==> config.mk <==
export PLATFORM = sky130hd
export DESIGN_NAME = shift_add_multiplier
export DESIGN_NICKNAME = d
export VERILOG_FILES = /design/src/rtl/malu_mult_pkg.sv /design/src/rtl/mult_shreg.sv /design/src/rtl/shift_add_multiplier.sv
export SDC_FILE = /design/constraint.sdc
export NUM_CORES = 1
export LEC_CHECK = 0
export CAP_MARGIN = 10
export CORE_ASPECT_RATIO = 1.25
export CORE_MARGIN = 2
export CORE_UTILIZATION = 39
export CTS_CLUSTER_DIAMETER = 120
export DETAILED_ROUTE_END_ITERATION = 12
export GPL_TIMING_DRIVEN = 1
export PLACE_DENSITY = 0.57
export SYNTH_ARGS = -nofsm -noshare
export SYNTH_HDL_FRONTEND = slang
export SYNTH_SLANG_ARGS = --single-unit
==> constraint.sdc <==
create_clock -name clk -period 3.5 [get_ports clk]
set_input_delay 0.7 -clock clk [delete_from_list [all_inputs] [get_ports clk]]
set_output_delay 0.7 -clock clk [all_outputs]
set_load 0.01 [all_outputs]
==> src/rtl/malu_mult_pkg.sv <==
// ============================================================================
// Module   : malu_mult_pkg
// Brief    : Shared types and constants for the mALU shift-and-add multiplier
// Revision : 1.0 - initial release
// ============================================================================
`default_nettype none

package malu_mult_pkg;

  // Default operand width; the product is twice this wide.
  localparam int DEFAULT_WIDTH = 8;

  // Control states, 2-bit binary encoding.
  typedef enum logic [1:0] {
    ST_IDLE = 2'd0,
    ST_RUN  = 2'd1,
    ST_DONE = 2'd2
  } state_t;

endpackage : malu_mult_pkg

`default_nettype wire

==> src/rtl/mult_shreg.sv <==
// ============================================================================
// Module   : mult_shreg
// Brief    : WIDTH-bit right shift register with parallel load, shift enable
//            and LSB tap. Load has priority over shift; shifting fills with 0.
// Revision : 1.0 - initial release
// ============================================================================
`default_nettype none

module mult_shreg #(
  parameter int WIDTH = 8
) (
  input  logic             clk,
  input  logic             reset,
  input  logic             load_i,
  input  logic             shift_i,
  input  logic [WIDTH-1:0] d_i,
  output logic             lsb_o
);

  logic [WIDTH-1:0] shreg_q;

  // Parallel load or zero-filling right shift, cleared by async reset.
  always_ff @(posedge clk or posedge reset) begin
    if (reset) begin
      shreg_q <= '0;
    end else if (load_i) begin
      shreg_q <= d_i;
    end else if (shift_i) begin
      shreg_q <= shreg_q >> 1;
    end
  end

  assign lsb_o = shreg_q[0];

endmodule : mult_shreg

`default_nettype wire

==> src/rtl/shift_add_multiplier.sv <==
// ============================================================================
// Module   : shift_add_multiplier
// Brief    : Sequential unsigned shift-and-add multiplier, one bit-step per
//            clock. Fixed latency of WIDTH+1 edges from start to done.
// Revision : 1.0 - initial release
// ============================================================================
`default_nettype none

module shift_add_multiplier
  import malu_mult_pkg::*;
#(
  parameter int WIDTH = DEFAULT_WIDTH
) (
  input  logic               clk,
  input  logic               reset,
  input  logic               start,
  input  logic [WIDTH-1:0]   multiplicand,
  input  logic [WIDTH-1:0]   multiplier,
  output logic               busy,
  output logic               done,
  output logic [2*WIDTH-1:0] product
);

  // Step counter width is derived from WIDTH and is not meant to be overridden.
  localparam int CNT_W = $clog2(WIDTH + 1);

  state_t             state_q;
  logic               busy_q;
  logic               done_q;
  logic [2*WIDTH-1:0] product_q;
  logic [2*WIDTH-1:0] mcand_q;
  logic [2*WIDTH-1:0] acc_q;
  logic [2*WIDTH-1:0] acc_d;
  logic [CNT_W-1:0]   cnt_q;
  logic               w_mplier_lsb;
  logic               w_accept;
  logic               w_run;
  logic               w_last_step;

  assign w_accept    = (state_q == ST_IDLE) && start;
  assign w_run       = (state_q == ST_RUN);
  assign w_last_step = (cnt_q == CNT_W'(WIDTH - 1));

  // Multiplier operand: loaded on an accepted start, shifted right each RUN step.
  mult_shreg #(
    .WIDTH (WIDTH)
  ) u_mplier (
    .clk     (clk),
    .reset   (reset),
    .load_i  (w_accept),
    .shift_i (w_run),
    .d_i     (multiplier),
    .lsb_o   (w_mplier_lsb)
  );

  // Accumulator next value: add the shifted multiplicand when the multiplier bit is set.
  always_comb begin
    acc_d = acc_q;
    if (w_mplier_lsb) begin
      acc_d = acc_q + mcand_q;
    end
  end

  // Control FSM with datapath registers and registered busy/done/product.
  always_ff @(posedge clk or posedge reset) begin
    if (reset) begin
      state_q   <= ST_IDLE;
      busy_q    <= 1'b0;
      done_q    <= 1'b0;
      product_q <= '0;
      mcand_q   <= '0;
      acc_q     <= '0;
      cnt_q     <= '0;
    end else begin
      case (state_q)
        ST_IDLE: begin
          busy_q <= 1'b0;
          done_q <= 1'b0;
          if (start) begin
            mcand_q <= {{WIDTH{1'b0}}, multiplicand};
            acc_q   <= '0;
            cnt_q   <= '0;
            busy_q  <= 1'b1;
            state_q <= ST_RUN;
          end
        end
        ST_RUN: begin
          acc_q   <= acc_d;
          mcand_q <= mcand_q << 1;
          cnt_q   <= cnt_q + CNT_W'(1);
          // The last step commits the sum including its own add.
          if (w_last_step) begin
            product_q <= acc_d;
            busy_q    <= 1'b0;
            done_q    <= 1'b1;
            state_q   <= ST_DONE;
          end
        end
        ST_DONE: begin
          busy_q  <= 1'b0;
          done_q  <= 1'b0;
          state_q <= ST_IDLE;
        end
        default: begin
          busy_q  <= 1'b0;
          done_q  <= 1'b0;
          state_q <= ST_IDLE;
        end
      endcase
    end
  end

  assign busy    = busy_q;
  assign done    = done_q;
  assign product = product_q;

endmodule : shift_add_multiplier

`default_nettype wire

# Word-level counts from Yosys, hierarchy flattened
# Index checks and enable logic that the tools add are counted.
# word_totals
inputBits	19
word_cells	38
reg_bits	64
output_inout_bits	18
# classes
n_mux	17
n_eq_ne	4
reduce_logical	7
addsub	2
# op_table
cell	n
case mux 16 bit (2 select lines)	2
2-to-1 mux 16 bit	3
adder 16 bit	1
2-to-1 mux 8 bit	2
case mux 4 bit (2 select lines)	1
AND reduction 2 bit	3
adder 4 x 1 -> 4 bit (second input constant)	1
== test 4 x 3 -> 1 bit (second input constant)	1
2-to-1 mux 1 bit	4
2-to-1 mux 2 bit	2
2-to-1 mux 4 bit	1
inequality test 2 bit (second input constant)	2
case mux 2 bit (2 select lines)	1
nonzero test 2 bit	2
== test 2 x 1 -> 1 bit (second input constant)	1
logical NOT 2 bit	1
case mux 1 bit (2 select lines)	1
logical AND 1 bit	1

# Logic depth before layout (Yosys ltp)
# Gate-level depths: netlist of run 1.
# depth
ltp_word	3
mapped_depth	9

# By module
# Synthesis of run 1 repeated with hierarchy kept, for this count alone.
# hier_totals
hier_cells	338
hier_area_um2	3380.7
# modules_own_cells
mod	instances	seq_area_each_um2	area_each_um2	cells_each
shift_add_multiplier	1	1401.3	3007.9	303
mult_shreg	1	200.2	372.9	35

# Least setup slack after synthesis of run 1
# No wires, ideal clock.
# synth_timing
path_type	register to register
from	register mcand_q[0]
to	register acc_q[12]
setup_time_ns	0.122
slack_ns	1.121
t_arrival_ns	2.258
n_path_buf	0
path_stages_with_launch	10
path_cell_list	dfrtp_1 ha_1 fa_1 a211oi_2 nor2_1 o211ai_2 a21oi_2 o21a_1 or3_1 a32o_1
# synth_via
elab_chain_cells	3
# synth_rtl
item	line_no	source
start: declaration	shift_add_multiplier.sv:31	logic [2*WIDTH-1:0] mcand_q;
start signal: assignment	shift_add_multiplier.sv:80	mcand_q <= {{WIDTH{1'b0}}, multiplicand};
start signal: assignment	shift_add_multiplier.sv:89	mcand_q <= mcand_q << 1;
adder 16 bit	shift_add_multiplier.sv:60	acc_d = acc_q + mcand_q;
2-to-1 mux 16 bit	shift_add_multiplier.sv:59	if (w_mplier_lsb) begin
case mux 16 bit (2 select lines)	shift_add_multiplier.sv:75	case (state_q)
end signal: assignment	shift_add_multiplier.sv:72	acc_q <= '0;
end signal: assignment	shift_add_multiplier.sv:81	acc_q <= '0;
end signal: assignment	shift_add_multiplier.sv:88	acc_q <= acc_d;
end: declaration	shift_add_multiplier.sv:32	logic [2*WIDTH-1:0] acc_q;
# Every way passes these cells.
# A chain may end at the register's enable or synchronous reset.

# Final worst setup path of run 1
# Same ends and word-level chain as after synthesis.

==> results.cfg, run 1 <==
[grt]
grt_usage_pct = 18.1
grt_pass1_vias = 2873
grt_max_degree = 32
antenna_found_initial = 0
grt_overflow = 0
grt_pass1_wl_um = 14000

[routing]
route.detailed.drc = 0
avgViaCountPerCell = 5.26
drtIter0Drc = 145
firstDrtPassIters = 4
antenna_left = 0
wirelength_um = 7930
via_count = 2746
detail_route.wl_per_cell_um = 15.2

[cts]
post_cts_buffers = 0
cts-root-buf = clkbuf_8
tritoncts = built
cts_made_buffers = 9
postCtsHoldBufs = 0
cts_buffer_depth = 2
clk_pin_slew_ps = 70
cts_resized = 0
clock_sinks = 64
clk_latency_ps = 340
htree_num_levels = 3

[job]
drv_cap = 0

[synthesis]
synth_largest_area_cell = dfrtp_1
ys_seq_area_share_pct = 45.1
yosys.area.top_type_share_pct = 45.1
syn-cell-area_sq_um = 3550
synth.most_common_cell = dfrtp_1
synth_edf_count = 0
syn-num-nets = 395
syn-mean-instance-area_sq_um = 9.88
async_flop_share_pct = 100
synthTopCellsByArea = dfrtp_1 (45%), o21ai_0 (6.1%), ha_1 (5.6%)
ys_types = 56
synth_seq_cells = 64
syn_inst = 359
ys.flop_type = dfrtp_1
yosys-top-cells-count = dfrtp_1 (64), o21ai_0 (43), nand2_1 (33)
yosys_warnings = 0

[sta]
timing.final.crit_share_pct = 73.4
rsz0062_at_grt = no
max_slew_margin_pct = 60.4
layout_min_cycle_time_ps = 2570
finClkSkew_ps = 12.3
hold_viol_final = 0
tightest_slew_ps = 594
setup_violations = 0
maxSlewViolCount = 0
fmax_mhz = 389
totalNegativeSetupSlack_ps = 0
hold_ws_ps = 475

[placed_design]
gp_congestion = 0.831
dp_hpwl_um = 5580
io_buffer_count = 36
place_inst = 507

[power]
peakVddDrop_mv = 0.446
power.density_nw_per_um2 = 845
p_leak_uw = 0.00189
total_power_uw = 3570

[floorplanning]
core_sq_um = 8750
rows = 38
start_util_pct = 40.6
die_w_um = 89.3
die_height_um = 111
dieArea_sq_um = 9880
ios = 37

[min_path]
hold_path_class = flop to flop
hold_path.startpoint = product[5]$_DFFE_PP0P_

[final_layout]
syn_to_final_growth_pct = 19.2
fillers = 888
diodes = 0
nets = 434
fin_util_pct = 48.4
instances_no_fill = 522
drive_gt1_share_pct = 11.2

[setup_path]
crit_required_ps = 3730
crit_path_end_kind = flop
crit_start = mcand_q[0]$_DFFE_PP0P_
worstPathCellList = ha_1 -> fa_1 -> a211oi_2 -> nor2_1 -> o211ai_2 -> a21oi_2 -> o21a_1 -> or3_1 -> a32o_1
startpoint_type = flop
critPathMaxFanout = 4
cpPeakStageDelay_ps = 440
r2r_start = mcand_q[0]$_DFFE_PP0P_
cp_num_buf_inv = 0
worst_path_max_delay_cell = fa_1
arrival_ps = 2800
cp_top_family = compound AO/OA/AOI/OAI gates
crit_type = flop to flop

[outcome]
run_status = finished, final reports clean
worst reg2reg max path, delay by kind of cell, from the launching register on:
kind | cells | cell delay, ps
DFF | 1 | 410
and+or+nand+nor | 2 | 430
AOI/OAI and AO/OA | 5 | 960
adders and majority gates | 2 | 670
layout by cell type, fill, tap and decap left out, drive strengths merged, types with 3 or more instances in the layout:
cell type      instances
nand3                  5
a211oi                 4
or3                    3
o21bai                 3
inv                    9
a31oi                  7
nand2                 33
and3                   3
a32o                   3
clkbuf                 9
nor2b                 18
o21ai                 47
a22o                  18
nor2                  17
clkdlybuf4s50         36
nand2b                 3
a21o                   7
xor2                   3
ha                    16
a21oi                 27
buf                    9
dfrtp                 64
mux2i                  8
xnor2                  5
a22oi                 14
kinds of logic (layout without fill, tap and decap cells):
kind of cell             after synthesis  after routing  synth area share, %
AND/OR/NAND/NOR                       96             96                 13.8
flip-flops                            64             64                 45.1
XOR/XNOR                               8              8                 1.97
adder cells (fa/ha/maj)               17             17                 6.21
buffers and inverters                 26             69                 3.91
AO/OA/AOI/OAI                        139            139                 26.4
multiplexers                           9              9                 2.57
metal layers:
metal	wire, um	part of all wire [%]	global-route usage (%)	up-vias
li1	-	-	-	1388
met1	3880	49	25.2	1314
met2	3740	47	28.1	33
met3	200	2.5	3.44	11
met4	113	1.4	5.77	0
met5	0	0	0	-
flip-flops by register name, indices dropped and copies added (netlist names):
| signal | flops |
|---|---|
| done | 1 |
| product | 16 |
| acc_q | 16 |
| state_q | 2 |
| u_mplier.shreg_q | 8 |
| mcand_q | 16 |
| busy | 1 |
| cnt_q | 4 |
area by class of cell:
type | instances | area (sq um) | area share [%]
timing repair buffer | 45 | 428 | 10.1
clock buffer | 9 | 124 | 2.93
sequential | 64 | 1600 | 37.9
tap | 120 | 150 | 3.55
inverter | 9 | 33.8 | 0.799
clock inverter | 6 | 85.1 | 2.01
multi-input combinational | 269 | 1810 | 42.7
through the flow:
stage,setup WS [ps],cell area [sq um]
after global placement,980,4020
after CTS,919,4230
after floorplan,1120,3550
after global routing,772,4230
final,931,4230
after detailed placement,944,4020
worst paths after layout:
kind | to | slack, ps | cells past startpoint
max | acc_q[12]$_DFFE_PP0P_ | 930 | 9
min | product[5]$_DFFE_PP0P_ | 470 | 2
max reg2reg | acc_q[12]$_DFFE_PP0P_ | 930 | 9
min reg2reg | product[5]$_DFFE_PP0P_ | 470 | 2
max in group asynchronous | mcand_q[8]$_DFFE_PP0P_ | 2260 | 3
min in group asynchronous | mcand_q[3]$_DFFE_PP0P_ | 570 | 2
power breakdown:
part / switching [uW] / leakage (uW) / internal (uW)
Clock: 296 / 0.000101 / 394
Combinational: 830 / 0.000945 / 753
Sequential: 273 / 0.000842 / 1030
Total: 1400 / 0.00189 / 2180
Power figures use the tool's default switching activity.
==> run 2: changes to the inputs <==
--- a/config.mk
+++ b/config.mk
@@ -12,7 +12,7 @@
 export CTS_CLUSTER_DIAMETER = 120
 export DETAILED_ROUTE_END_ITERATION = 12
 export GPL_TIMING_DRIVEN = 1
-export PLACE_DENSITY = 0.57
+export PLACE_DENSITY = 0.6
 export SYNTH_ARGS = -nofsm -noshare
 export SYNTH_HDL_FRONTEND = slang
 export SYNTH_SLANG_ARGS = --single-unit
==> constraint.sdc (replaced) <==
create_clock -name clk -period 2.3 [get_ports clk]
set_input_delay 0.46 -clock clk [delete_from_list [all_inputs] [get_ports clk]]
set_output_delay 0.46 -clock clk [all_outputs]
set_load 0.01 [all_outputs]
==> run 2 against run 1 <==
- the run now ends with negative setup slack left
- setup slack lost 950 ps
- clock skew shrank 4.8 ps
- global-route usage shrank 0.18 points
- hold slack lost 2.9 ps
- critical endpoint unchanged
- largest cell class unchanged
==> results.cfg, run 2 (synthesized netlist as in run 1, its figures left out) <==
[routing]
via_count = 2883
antenna_left = 0
drtIter0Drc = 89
detail_route.wl_per_cell_um = 14.7
firstDrtPassIters = 4
avgViaCountPerCell = 5.27
route.detailed.drc = 0
wirelength_um = 8010

[sta]
rsz0062_at_grt = yes
tightest_slew_ps = 450
fmax_mhz = 430
timing.final.crit_share_pct = 101
max_slew_margin_pct = 70.0
finClkSkew_ps = 7.51
fin_ws_ps = -23.7
layout_min_cycle_time_ps = 2320
setup_violations = 2
hold_viol_final = 0
maxSlewViolCount = 0

[cts]
clock_sinks = 64
clk_latency_ps = 350
htree_num_levels = 3
postCtsHoldBufs = 0
tritoncts = built
cts-root-buf = clkbuf_8
cts_buffer_depth = 2
cts_made_buffers = 9
clk_pin_slew_ps = 70

[setup_path]
r2r_cells = 9
rrSetupSlack_ps = -20
arrival_ps = 2570
crit_path_end_kind = flop
crit_required_ps = 2540
crit_start = mcand_q[0]$_DFFE_PP0P_
r2r_start = mcand_q[0]$_DFFE_PP0P_
rr_endpoint = acc_q[12]$_DFFE_PP0P_
startpoint_type = flop
critPathMaxFanout = 2
crit_type = flop to flop
endpoint = acc_q[12]$_DFFE_PP0P_

[grt]
grt_overflow = 0
antenna_found_initial = 0
grt_pass1_wl_um = 13800
grt_usage_pct = 17.9
grt_pass1_vias = 2875
grt_max_degree = 65

[final_layout]
syn_to_final_growth_pct = 26.1
final_common_cell = dfrtp_1
mostFrequentLayoutCells = dfrtp_1 (64), o21ai_0 (39), clkdlybuf4s50_1 (36)
drive_gt1_share_pct = 18.0
instances_no_fill = 547
nets = 459
design_area_sq_um = 4470
diodes = 0

[min_path]
hold_path_class = flop to flop
hold_path.startpoint = product[8]$_DFFE_PP0P_

[power]
p_leak_uw = 0.00203
peakVddDrop_mv = 0.644
total_power_uw = 5780
power.density_nw_per_um2 = 1290

[placed_design]
gp_congestion = 0.863
place_inst = 529
io_buffer_count = 36
place_area_sq_um = 4200
dp_hpwl_um = 5780

[floorplanning]
rows = 38
ios = 37
dieArea_sq_um = 9880
die_w_um = 89.3
start_util_pct = 40.6
core_sq_um = 8750
die_height_um = 111

[job]
drv_cap = 0

[outcome]
run_status = finished with violations
violations = negative setup slack
[run 2: timing repair]
item                                    CTS  global route
resized for setup                         3             7
setup buffers                             1             1
pin swaps                                 0             3
endpoints found under the setup margin    3             9
[run 2: power breakdown]
group / internal (uW) / leakage [uW] / switching, uW
Clock: 662 / 0.000112 / 423
Sequential: 1570 / 0.000842 / 338
Combinational: 1370 / 0.00107 / 1420
Total: 3600 / 0.00203 / 2180
[run 2: worst min path at each step]
stage	end	slack (ps)	cells after the start
3_3_place_gp	product[8]$_DFFE_PP0P_	460	1
6_report	product[8]$_DFFE_PP0P_	470	1
4_1_cts	product[8]$_DFFE_PP0P_	480	1
3_5_place_dp	product[8]$_DFFE_PP0P_	470	1
2_1_floorplan	u_mplier.shreg_q[6]$_DFFE_PP0P_	450	2
5_1_grt	product[3]$_DFFE_PP0P_	500	2
[run 2: critical path, stage by stage (launching register included)]
cell	delay (ps)
dfrtp_1	380
ha_2	200
fa_2	370
a211oi_2	200
nor2_2	80
o211ai_2	170
a21oi_2	80
o21a_1	170
or3_1	300
a32o_1	240
[run 2: cell type report]
| cell class | instances | area [sq um] |
|---|---|---|
| multi-input combinational | 269 | 1840 |
| clock inverter | 3 | 65.1 |
| tap | 120 | 150 |
| inverter | 9 | 33.8 |
| sequential | 64 | 1600 |
| fill | 873 | 4270 |
| timing repair buffer | 70 | 628 |
| clock buffer | 12 | 155 |
[run 2: layer usage]
| metal | up-vias | GRT usage, % | routed length (um) |
|---|---|---|---|
| li1 | 1441 | - | - |
| met1 | 1368 | 25.1 | 3780 |
| met2 | 63 | 26.6 | 3750 |
| met3 | 11 | 3.66 | 307 |
| met4 | 0 | 7.76 | 176 |
| met5 | - | 0 | 0 |
[run 2: stage by stage]
| stage | setup TNS, ps | setup slack (ps) | hold slack, ps | util [%] |
|---|---|---|---|---|
| floorplan | 0 | 8.19 | 450 | - |
| global placement | -5.48 | -5.48 | 458 | 48.1 |
| detailed placement | -79.9 | -64.1 | 465 | 48.1 |
| CTS | -36.5 | -26.8 | 480 | 50.8 |
| global route | -398 | -118 | 496 | 51.1 |
| finish | -44.6 | -23.7 | 472 | 51.1 |
